`src/rtl/jedro_1_lsu_pkg.sv`:
```
// rtl/jedro_1_lsu_pkg.sv - shared definitions for the jedro_1 load-store unit
package jedro_1_lsu_pkg;

   localparam int LSU_DATA_WIDTH     = 32;
   localparam int LSU_REG_ADDR_WIDTH = 5;

   localparam logic [1:0] LSU_SIZE_B = 2'b00;
   localparam logic [1:0] LSU_SIZE_H = 2'b01;
   localparam logic [1:0] LSU_SIZE_W = 2'b10;

   typedef enum logic [1:0] {
      LSU_IDLE = 2'b00,
      LSU_REQ  = 2'b01,
      LSU_WAIT = 2'b10
   } lsu_state_e;

   function automatic logic lsu_misaligned(input logic [1:0] size, input logic [1:0] off);
      return ((size == LSU_SIZE_H) && off[0]) || ((size == LSU_SIZE_W) && (off != 2'b00));
   endfunction

endpackage

```
`src/rtl/jedro_1_lsu_load_align.sv`:
```
// rtl/jedro_1_lsu_load_align.sv - shifts the addressed lanes of a read word down and extends them
module jedro_1_lsu_load_align
   import jedro_1_lsu_pkg::*;
(
   input  logic [31:0] rdata,
   input  logic [1:0]  off,
   input  logic [1:0]  size,
   input  logic        uns,
   output logic [31:0] result
);

   logic [31:0] shifted;

   always_comb begin
      shifted = rdata >> {off, 3'b000};
      case (size)
         LSU_SIZE_B: result = {{24{~uns & shifted[7]}}, shifted[7:0]};
         LSU_SIZE_H: result = {{16{~uns & shifted[15]}}, shifted[15:0]};
         default:    result = shifted;
      endcase
   end

endmodule

```
`src/rtl/jedro_1_lsu.sv`:
```
// rtl/jedro_1_lsu.sv - jedro_1 load-store unit: one command at a time over a req/gnt/rvalid bus
module jedro_1_lsu
   import jedro_1_lsu_pkg::*;
#(
   parameter int DATA_WIDTH     = LSU_DATA_WIDTH,
   parameter int REG_ADDR_WIDTH = LSU_REG_ADDR_WIDTH
) (
   input  logic                      clk_i,
   input  logic                      rst_i,
   input  logic                      cmd_valid_i,
   output logic                      cmd_ready_o,
   input  logic                      cmd_we_i,
   input  logic [1:0]                cmd_size_i,
   input  logic                      cmd_unsigned_i,
   input  logic [DATA_WIDTH-1:0]     cmd_addr_i,
   input  logic [DATA_WIDTH-1:0]     cmd_wdata_i,
   input  logic [REG_ADDR_WIDTH-1:0] cmd_rd_i,
   output logic                      rd_we_o,
   output logic [REG_ADDR_WIDTH-1:0] rd_addr_o,
   output logic [DATA_WIDTH-1:0]     rd_data_o,
   output logic                      done_o,
   output logic                      err_o,
   output logic                      misaligned_o,
   output logic                      data_req_o,
   input  logic                      data_gnt_i,
   input  logic                      data_rvalid_i,
   output logic                      data_we_o,
   output logic [3:0]                data_be_o,
   output logic [DATA_WIDTH-1:0]     data_addr_o,
   output logic [DATA_WIDTH-1:0]     data_wdata_o,
   input  logic [DATA_WIDTH-1:0]     data_rdata_i,
   input  logic                      data_err_i
);

   lsu_state_e state, next_state;

   logic [1:0]                off;
   logic [1:0]                lat_off;
   logic [1:0]                lat_size;
   logic                      lat_unsigned;
   logic [REG_ADDR_WIDTH-1:0] lat_rd;
   logic                      mis;
   logic [3:0]                be;
   logic [DATA_WIDTH-1:0]     lanes;
   logic [DATA_WIDTH-1:0]     load_data;

   assign off = cmd_addr_i[1:0];
   assign mis = lsu_misaligned(cmd_size_i, off);

   always_comb begin
      case (cmd_size_i)
         LSU_SIZE_B: begin
            be    = 4'b0001 << off;
            lanes = {4{cmd_wdata_i[7:0]}};
         end
         LSU_SIZE_H: begin
            be    = 4'b0011 << off;
            lanes = {2{cmd_wdata_i[15:0]}};
         end
         default: begin
            be    = 4'b1111;
            lanes = cmd_wdata_i;
         end
      endcase
   end

   always_ff @(posedge clk_i) begin
      if (rst_i) state <= LSU_IDLE;
      else       state <= next_state;
   end

   always_comb begin
      next_state  = state;
      cmd_ready_o = 1'b0;
      data_req_o  = 1'b0;
      case (state)
         LSU_IDLE: begin
            cmd_ready_o = 1'b1;
            if (cmd_valid_i && !mis) next_state = LSU_REQ;
         end
         LSU_REQ: begin
            data_req_o = 1'b1;
            if (data_gnt_i) next_state = LSU_WAIT;
         end
         LSU_WAIT: begin
            if (data_rvalid_i) next_state = LSU_IDLE;
         end
         default: next_state = LSU_IDLE;
      endcase
   end

   jedro_1_lsu_load_align u_load_align (
      .rdata  (data_rdata_i),
      .off    (lat_off),
      .size   (lat_size),
      .uns    (lat_unsigned),
      .result (load_data)
   );

   // Bus fields are captured at accept time so they stay stable through REQ regardless of upstream.
   always_ff @(posedge clk_i) begin
      if (rst_i) begin
         rd_we_o      <= 1'b0;
         rd_addr_o    <= '0;
         rd_data_o    <= '0;
         done_o       <= 1'b0;
         err_o        <= 1'b0;
         misaligned_o <= 1'b0;
         data_we_o    <= 1'b0;
         data_be_o    <= 4'b0000;
         data_addr_o  <= '0;
         data_wdata_o <= '0;
         lat_off      <= 2'b00;
         lat_size     <= LSU_SIZE_B;
         lat_unsigned <= 1'b0;
         lat_rd       <= '0;
      end else begin
         rd_we_o      <= 1'b0;
         done_o       <= 1'b0;
         err_o        <= 1'b0;
         misaligned_o <= 1'b0;
         case (state)
            LSU_IDLE: begin
               if (cmd_valid_i) begin
                  if (mis) begin
                     misaligned_o <= 1'b1;
                  end else begin
                     data_we_o    <= cmd_we_i;
                     data_be_o    <= be;
                     data_addr_o  <= {cmd_addr_i[DATA_WIDTH-1:2], 2'b00};
                     data_wdata_o <= lanes;
                     lat_off      <= off;
                     lat_size     <= cmd_size_i;
                     lat_unsigned <= cmd_unsigned_i;
                     lat_rd       <= cmd_rd_i;
                  end
               end
            end
            LSU_WAIT: begin
               if (data_rvalid_i) begin
                  done_o    <= 1'b1;
                  data_we_o <= 1'b0;
                  data_be_o <= 4'b0000;
                  if (data_err_i) begin
                     err_o <= 1'b1;
                  end else if (!data_we_o) begin
                     rd_we_o   <= (lat_rd != '0);
                     rd_addr_o <= lat_rd;
                     rd_data_o <= load_data;
                  end
               end
            end
            default: ;
         endcase
      end
   end

endmodule

```
`config.mk`:
```
export PLATFORM = sky130hd
export DESIGN_NAME = jedro_1_lsu
export DESIGN_NICKNAME = d
export VERILOG_FILES = /design/src/rtl/jedro_1_lsu_pkg.sv /design/src/rtl/jedro_1_lsu_load_align.sv /design/src/rtl/jedro_1_lsu.sv
export SDC_FILE = /design/constraint.sdc
export NUM_CORES = 1
export LEC_CHECK = 0
export CORE_UTILIZATION = 35
export DETAILED_ROUTE_END_ITERATION = 10
export PLACE_DENSITY = 0.71
export SETUP_SLACK_MARGIN = 0.5
export SYNTH_ARGS = -nofsm -noshare
export SYNTH_HDL_FRONTEND = slang
export SYNTH_SLANG_ARGS = --single-unit
```
`constraint.sdc`:
```
create_clock -name clk_i -period 1.8 [get_ports clk_i]
set_input_delay 0.36 -clock clk_i [delete_from_list [all_inputs] [get_ports clk_i]]
set_output_delay 0.36 -clock clk_i [all_outputs]
set_load 0.01 [all_outputs]
```
# Yosys cells after proc, flatten, opt, wreduce, memory -nomap -nowiden
# Index checks and enable logic that the tools add are counted.
# word_totals
input_bits,111
wordCells,77
output_inout_bits,112
ff_bits,120
# classes
n_reduce_logical,19
bitwise,10
n_eq_ne,10
n_mux,20
n_shift,3
# ops
cell,n
$pmux 32 s2,2
$shr 32x5->32,1
$pmux 4 s2,2
$mux 4,3
$ne 2x2->1 const B,5
$mux 1,8
$not 1->1,8
$reduce_and 4->1,2
$eq 2x1->1 const B,3
$logic_not 2->1,3
$mux 2,3
$pmux 2 s3,1
$reduce_and 3->1,2
$reduce_or 3->1,2
$reduce_bool 5->1,1
$reduce_or 5->1,1
$eq 2x2->1 const B,2
$reduce_bool 2->1,2
$shl 1x2->4 const A,1
$shl 2x2->4 const A,1
$logic_and 1x1->1,3
$and 1x1->1,2
$pmux 1 s2,1
$reduce_or 2->1,1
2 further kinds,2

# Logic depth before layout (Yosys ltp)
# logic_depth
depth_word,7
ltp_mapped,7
ltp_nobuf,4

# Modules after synthesis
# A second synthesis with hierarchy kept.
# hier_totals
hier_cells,691
area_unflattened_um2,6032.0
# by_module_without_submodules
module,n_inst,seq_area_each_um2,area_per_inst_um2,cells_each
jedro_1_lsu,1,2402.3,5263.8,588
jedro_1_lsu_load_align,1,0.0,768.2,103

# Worst setup path before layout
# No wires, ideal clock.
# synth_path
path_kind,register to register
from,register lat_off[1]
to,register rd_data_o[16]
setup_ns,0.134
setup_slack_ns,0.037
synth_period_minus_slack_ns,1.763
arrival_ns,1.629
path_stages_with_launch,6
required_time_ns,1.666
path_buffers,1
path_cell_list,dfxtp_1 mux4_2 or2_1 a31oi_4 buf_6 a211oi_1
# synth_between
elab_chain_cells,3
word_cells_on_any_way,4
cone_classes,1 x shift; 1 x mux; 2 x bitwise
# synth_rtl
item,line_no,text
from (decl),jedro_1_lsu.sv:38,logic [1:0] lat_off;
from (signal assigned),jedro_1_lsu.sv:113,lat_off <= 2'b00;
from (signal assigned),jedro_1_lsu.sv:132,lat_off <= off;
$shr 32x5->32 (*),jedro_1_lsu_load_align.sv:15,"shifted = rdata >> {off, 3'b000};"
"$and 1x1->1, on equally long branches","jedro_1_lsu_load_align.sv:18, jedro_1_lsu_load_align.sv:17",
$pmux 32 s2 (*),jedro_1_lsu_load_align.sv:16,case (size)
to (signal assigned),jedro_1_lsu.sv:149,rd_data_o <= load_data;
to (decl),jedro_1_lsu.sv:20,"output logic [DATA_WIDTH-1:0] rd_data_o,"
# Every way passes the cells marked *; elsewhere a longest branch is shown, timed or not.
# A chain may end at the register's enable or synchronous reset.

# Worst setup path after layout
# layout_path
from,input port cmd_size_i[1]
to,register data_addr_o[23]
# layout_between
elab_chain_cells,5
word_cells_on_any_way,7
cone_classes,2 x eq/ne; 1 x bitwise; 4 x reduce/logical
# layout_rtl
item,line_no,text
from (decl),jedro_1_lsu.sv:13,"input logic [1:0] cmd_size_i,"
$eq 2x1->1 / $eq 2x2->1 (equally long branches),jedro_1_lsu_pkg.sv:18,return ((size == LSU_SIZE_H) && off[0]) || ((size == LSU_SIZE_W) && (off != 2'b00));
$logic_and 1x1->1,jedro_1_lsu_pkg.sv:18,
$logic_or 1x1->1 (*),jedro_1_lsu_pkg.sv:18,
$not 1->1 (no source line) (*),--,
$reduce_and 3->1 (no source line) (*),--,
to (signal assigned),jedro_1_lsu.sv:130,"data_addr_o <= {cmd_addr_i[DATA_WIDTH-1:2], 2'b00};"
to (decl),jedro_1_lsu.sv:29,"output logic [DATA_WIDTH-1:0] data_addr_o,"
# Marks and branches as above.

==> impl_metrics.yaml <==
sta:
  final.setup.tns_ns: 0
  fmax_mhz: 561
  fin_skew_ns: 0.00988
  setup_ws_ns: 0.0167
  post-route-period-util: 0.991
  setup_violations: 0
  fin_crit_ns: 1.78
  worst_pin_slew_ns: 0.559
  rsz0062_at_grt: "yes"
  relSlewSlack: 0.627
  hold_viol: 0
  maxSlewViolCount: 0
routing:
  drtPass1Iterations: 6
  drc: 0
  wirelength_um: 20300
  via_count: 5803
  post_drt_wl_per_cell_um: 18.8
  antenna_left: 0
  routed_via_density: 5.37
  drtIter0Drc: 415
global_route:
  grt_pass1_vias: 5368
  gr-total-overflow: 0
  grt_antenna_before_repair: 0
  grt_max_degree: 53
  grtUsageTotal: 0.233
  grt_pass1_wl_um: 27000
floorplanning:
  start_util: 0.364
  die_height_um: 123
  die-area_um2: 15100
  fp.coreArea_um2: 14000
  ioPinCount: 223
  fp-row-count: 43
  chipWidth_um: 123
final_layout:
  mostFrequentLayoutCell: "nand2_1"
  diodes: 0
  layout.nets: 1001
  drive_gt1_frac: 0.377
  final_cell_mix: "nand2_1, clkdlybuf4s50_1, dfxtp_1"
  synthToLayoutAreaGrowth_pct: 78.8
  num-fill-cells: 1102
clock_network:
  cts_root_buffer: "clkbuf_16"
  cts_tree: "built"
  cts-htree-levels: 4
  clock_tree.buffer_depth: 2
  cts.sinks: 120
  clkLatencyLatePin_ns: 0.43
  cts_inserted_buffers: 17
  cts.clk_slew.worst_paths_ns: 0.05
setup_path:
  cp-end-kind: "flip-flop"
  slowest_delay_ns: 0.51
  cp_top_family: "buffers and inverters"
  cp-start-kind: "primary input"
  cp_cell_sequence: "clkdlybuf4s50_1 > and3b_2 > a211oi_4 > buf_6 > buf_6 > clkbuf_16 > nand2_1 > a21oi_2"
  critical_path_arrival_ns: 2.13
  critPathMostFrequentCell: "buf_6"
  path_buf_inv: 4
  ff2ff_path_depth: 7
  cp_slowest_cell: "clkdlybuf4s50_1"
  cp_num_cells: 8
  cp_max_fo: 7
  path_class: "in2reg"
  cp.required_ns: 2.15
synth:
  async_flop_share: 0
  synth_area_um2: 5110
  synth_ff_type: "dfxtp_1"
  syn_inst: 628
  ys_seq_area_frac: 0.470
  ys_warn_count: 0
  yosys.cell_types.count: 41
  synth_edf_count: 0
  syn_avg_cell_area_um2: 8.14
  ys_seq_elements: 120
power_and_ir_drop:
  p_seq_frac: 0.371
  leakagePower_nw: 3.99
  pwr_density_cell_nw_per_um2: 858
  power.internal_mw: 5.79
  p_sw_frac: 0.261
  combPwrFrac: 0.212
  finalPower_mw: 7.84
  p_sw_mw: 2.05
  vdd_drop_max_v: 0.000574
  p_clk_frac: 0.416
worst_hold_path:
  whs_path_depth: 2
  hold_path.class: "in2reg"
placement:
  pre_cts_ws_ns: -0.382
  finalWeightedCongestion: 0.869
  io_buffers: 220
  hpwl_um: 11800
status:
  status: "finished clean"
run:
  cap_violations: 0
## kinds of logic (layout without fill, tap and decap cells)
family                 after synthesis  after routing  share of synthesized area
multiplexers                        41             41                     0.0847
buffers and inverters               54            324                     0.0468
other                                1              2                   0.000734
AO/OA/AOI/OAI                      156            157                      0.196
AND/OR/NAND/NOR                    256            256                      0.202
flip-flops                         120            120                      0.470
## cell type report
| cell class | count | area (um2) | area share |
|---|---|---|---|
| multi-input combinational | 456 | 3000 | 0.329 |
| timing repair buffer | 294 | 2890 | 0.316 |
| sequential | 120 | 2440 | 0.268 |
| clock buffer | 27 | 533 | 0.0583 |
| tap | 180 | 225 | 0.0247 |
| clock inverter | 2 | 35.0 | 0.00383 |
| inverter | 1 | 3.75 | 0.000411 |
## cell usage after synthesis, drive strengths merged, types with 3 or more instances
cell | count | area share
nand3 | 5 | 0.0049
mux2i | 32 | 0.063
dfxtp | 120 | 0.47
o211ai | 7 | 0.010
o2bb2ai | 7 | 0.012
nor3 | 3 | 0.0039
nand2 | 180 | 0.13
nor2b | 5 | 0.0061
mux2 | 8 | 0.018
nor2 | 51 | 0.037
nand2b | 3 | 0.0037
o21ai | 19 | 0.019
a21oi | 72 | 0.071
clkbuf | 30 | 0.022
a311oi | 9 | 0.015
a211oi | 33 | 0.051
buf | 23 | 0.024
## power by group through the flow
stage / Sequential (mW) / Combinational (mW) / Clock, mW
2_1_floorplan: 2.98 / 0.584 / 0
3_3_place_gp: 2.93 / 1.26 / 0
3_5_place_dp: 2.94 / 1.28 / 0
4_1_cts: 2.89 / 1.34 / 3.30
5_1_grt: 2.93 / 1.76 / 3.43
6_report: 2.91 / 1.66 / 3.26
## through the flow
stage / utilization / cells / cell area (um2) / hold WS [ns]
3_3_place_gp: 0.547 / 1009 / 7680 / 0.437
4_1_cts: 0.588 / 1051 / 8260 / 0.228
5_1_grt: 0.651 / 1080 / 9140 / 0.251
3_5_place_dp: 0.547 / 1009 / 7680 / 0.448
6_report: 0.651 / 1080 / 9140 / 0.243
2_1_floorplan: - / 629 / 5310 / 0.440
## final timing paths
path / endpoint / slack [ns] / start
min reg2reg: rd_data_o[2] / 0.45 / rd_data_o[2]
max: data_addr_o[23] / 0.02 / cmd_size_i[1]
max reg2reg: data_addr_o[23] / 0.02 / state[0]
min: state[0] / 0.24 / rst_i
## routing by layer
layer	global-route usage	vias to the layer above	routed length [um]	share of wire
met5	0	-	0	0
met4	0.108	0	432	0.021
met3	0.0711	34	1800	0.089
met2	0.379	294	9910	0.49
met1	0.280	2789	8120	0.40
li1	-	2686	-	-
## state kept, by name, indices dropped and copies added, names as in the netlist
| register | cells |
|---|---|
| data_addr_o | 30 |
| data_be_o | 4 |
| data_wdata_o | 32 |
| data_we_o | 1 |
| done_o | 1 |
| err_o | 1 |
| lat_off | 2 |
| lat_rd | 5 |
| lat_size | 2 |
| lat_unsigned | 1 |
| misaligned_o | 1 |
| rd_addr_o | 5 |
| rd_data_o | 32 |
| rd_we_o | 1 |
| state | 2 |
## repair_timing
| item | in CTS | in global routing |
|---|---|---|
| cloned | 4 | 20 |
| endpoints found under the setup margin | 226 | 163 |
| resized for setup | 336 | 190 |
| pin swaps | 14 | 52 |
| hold buffers | 0 | 0 |
| setup buffers | 9 | 9 |
(Power assumes the default switching activity.)
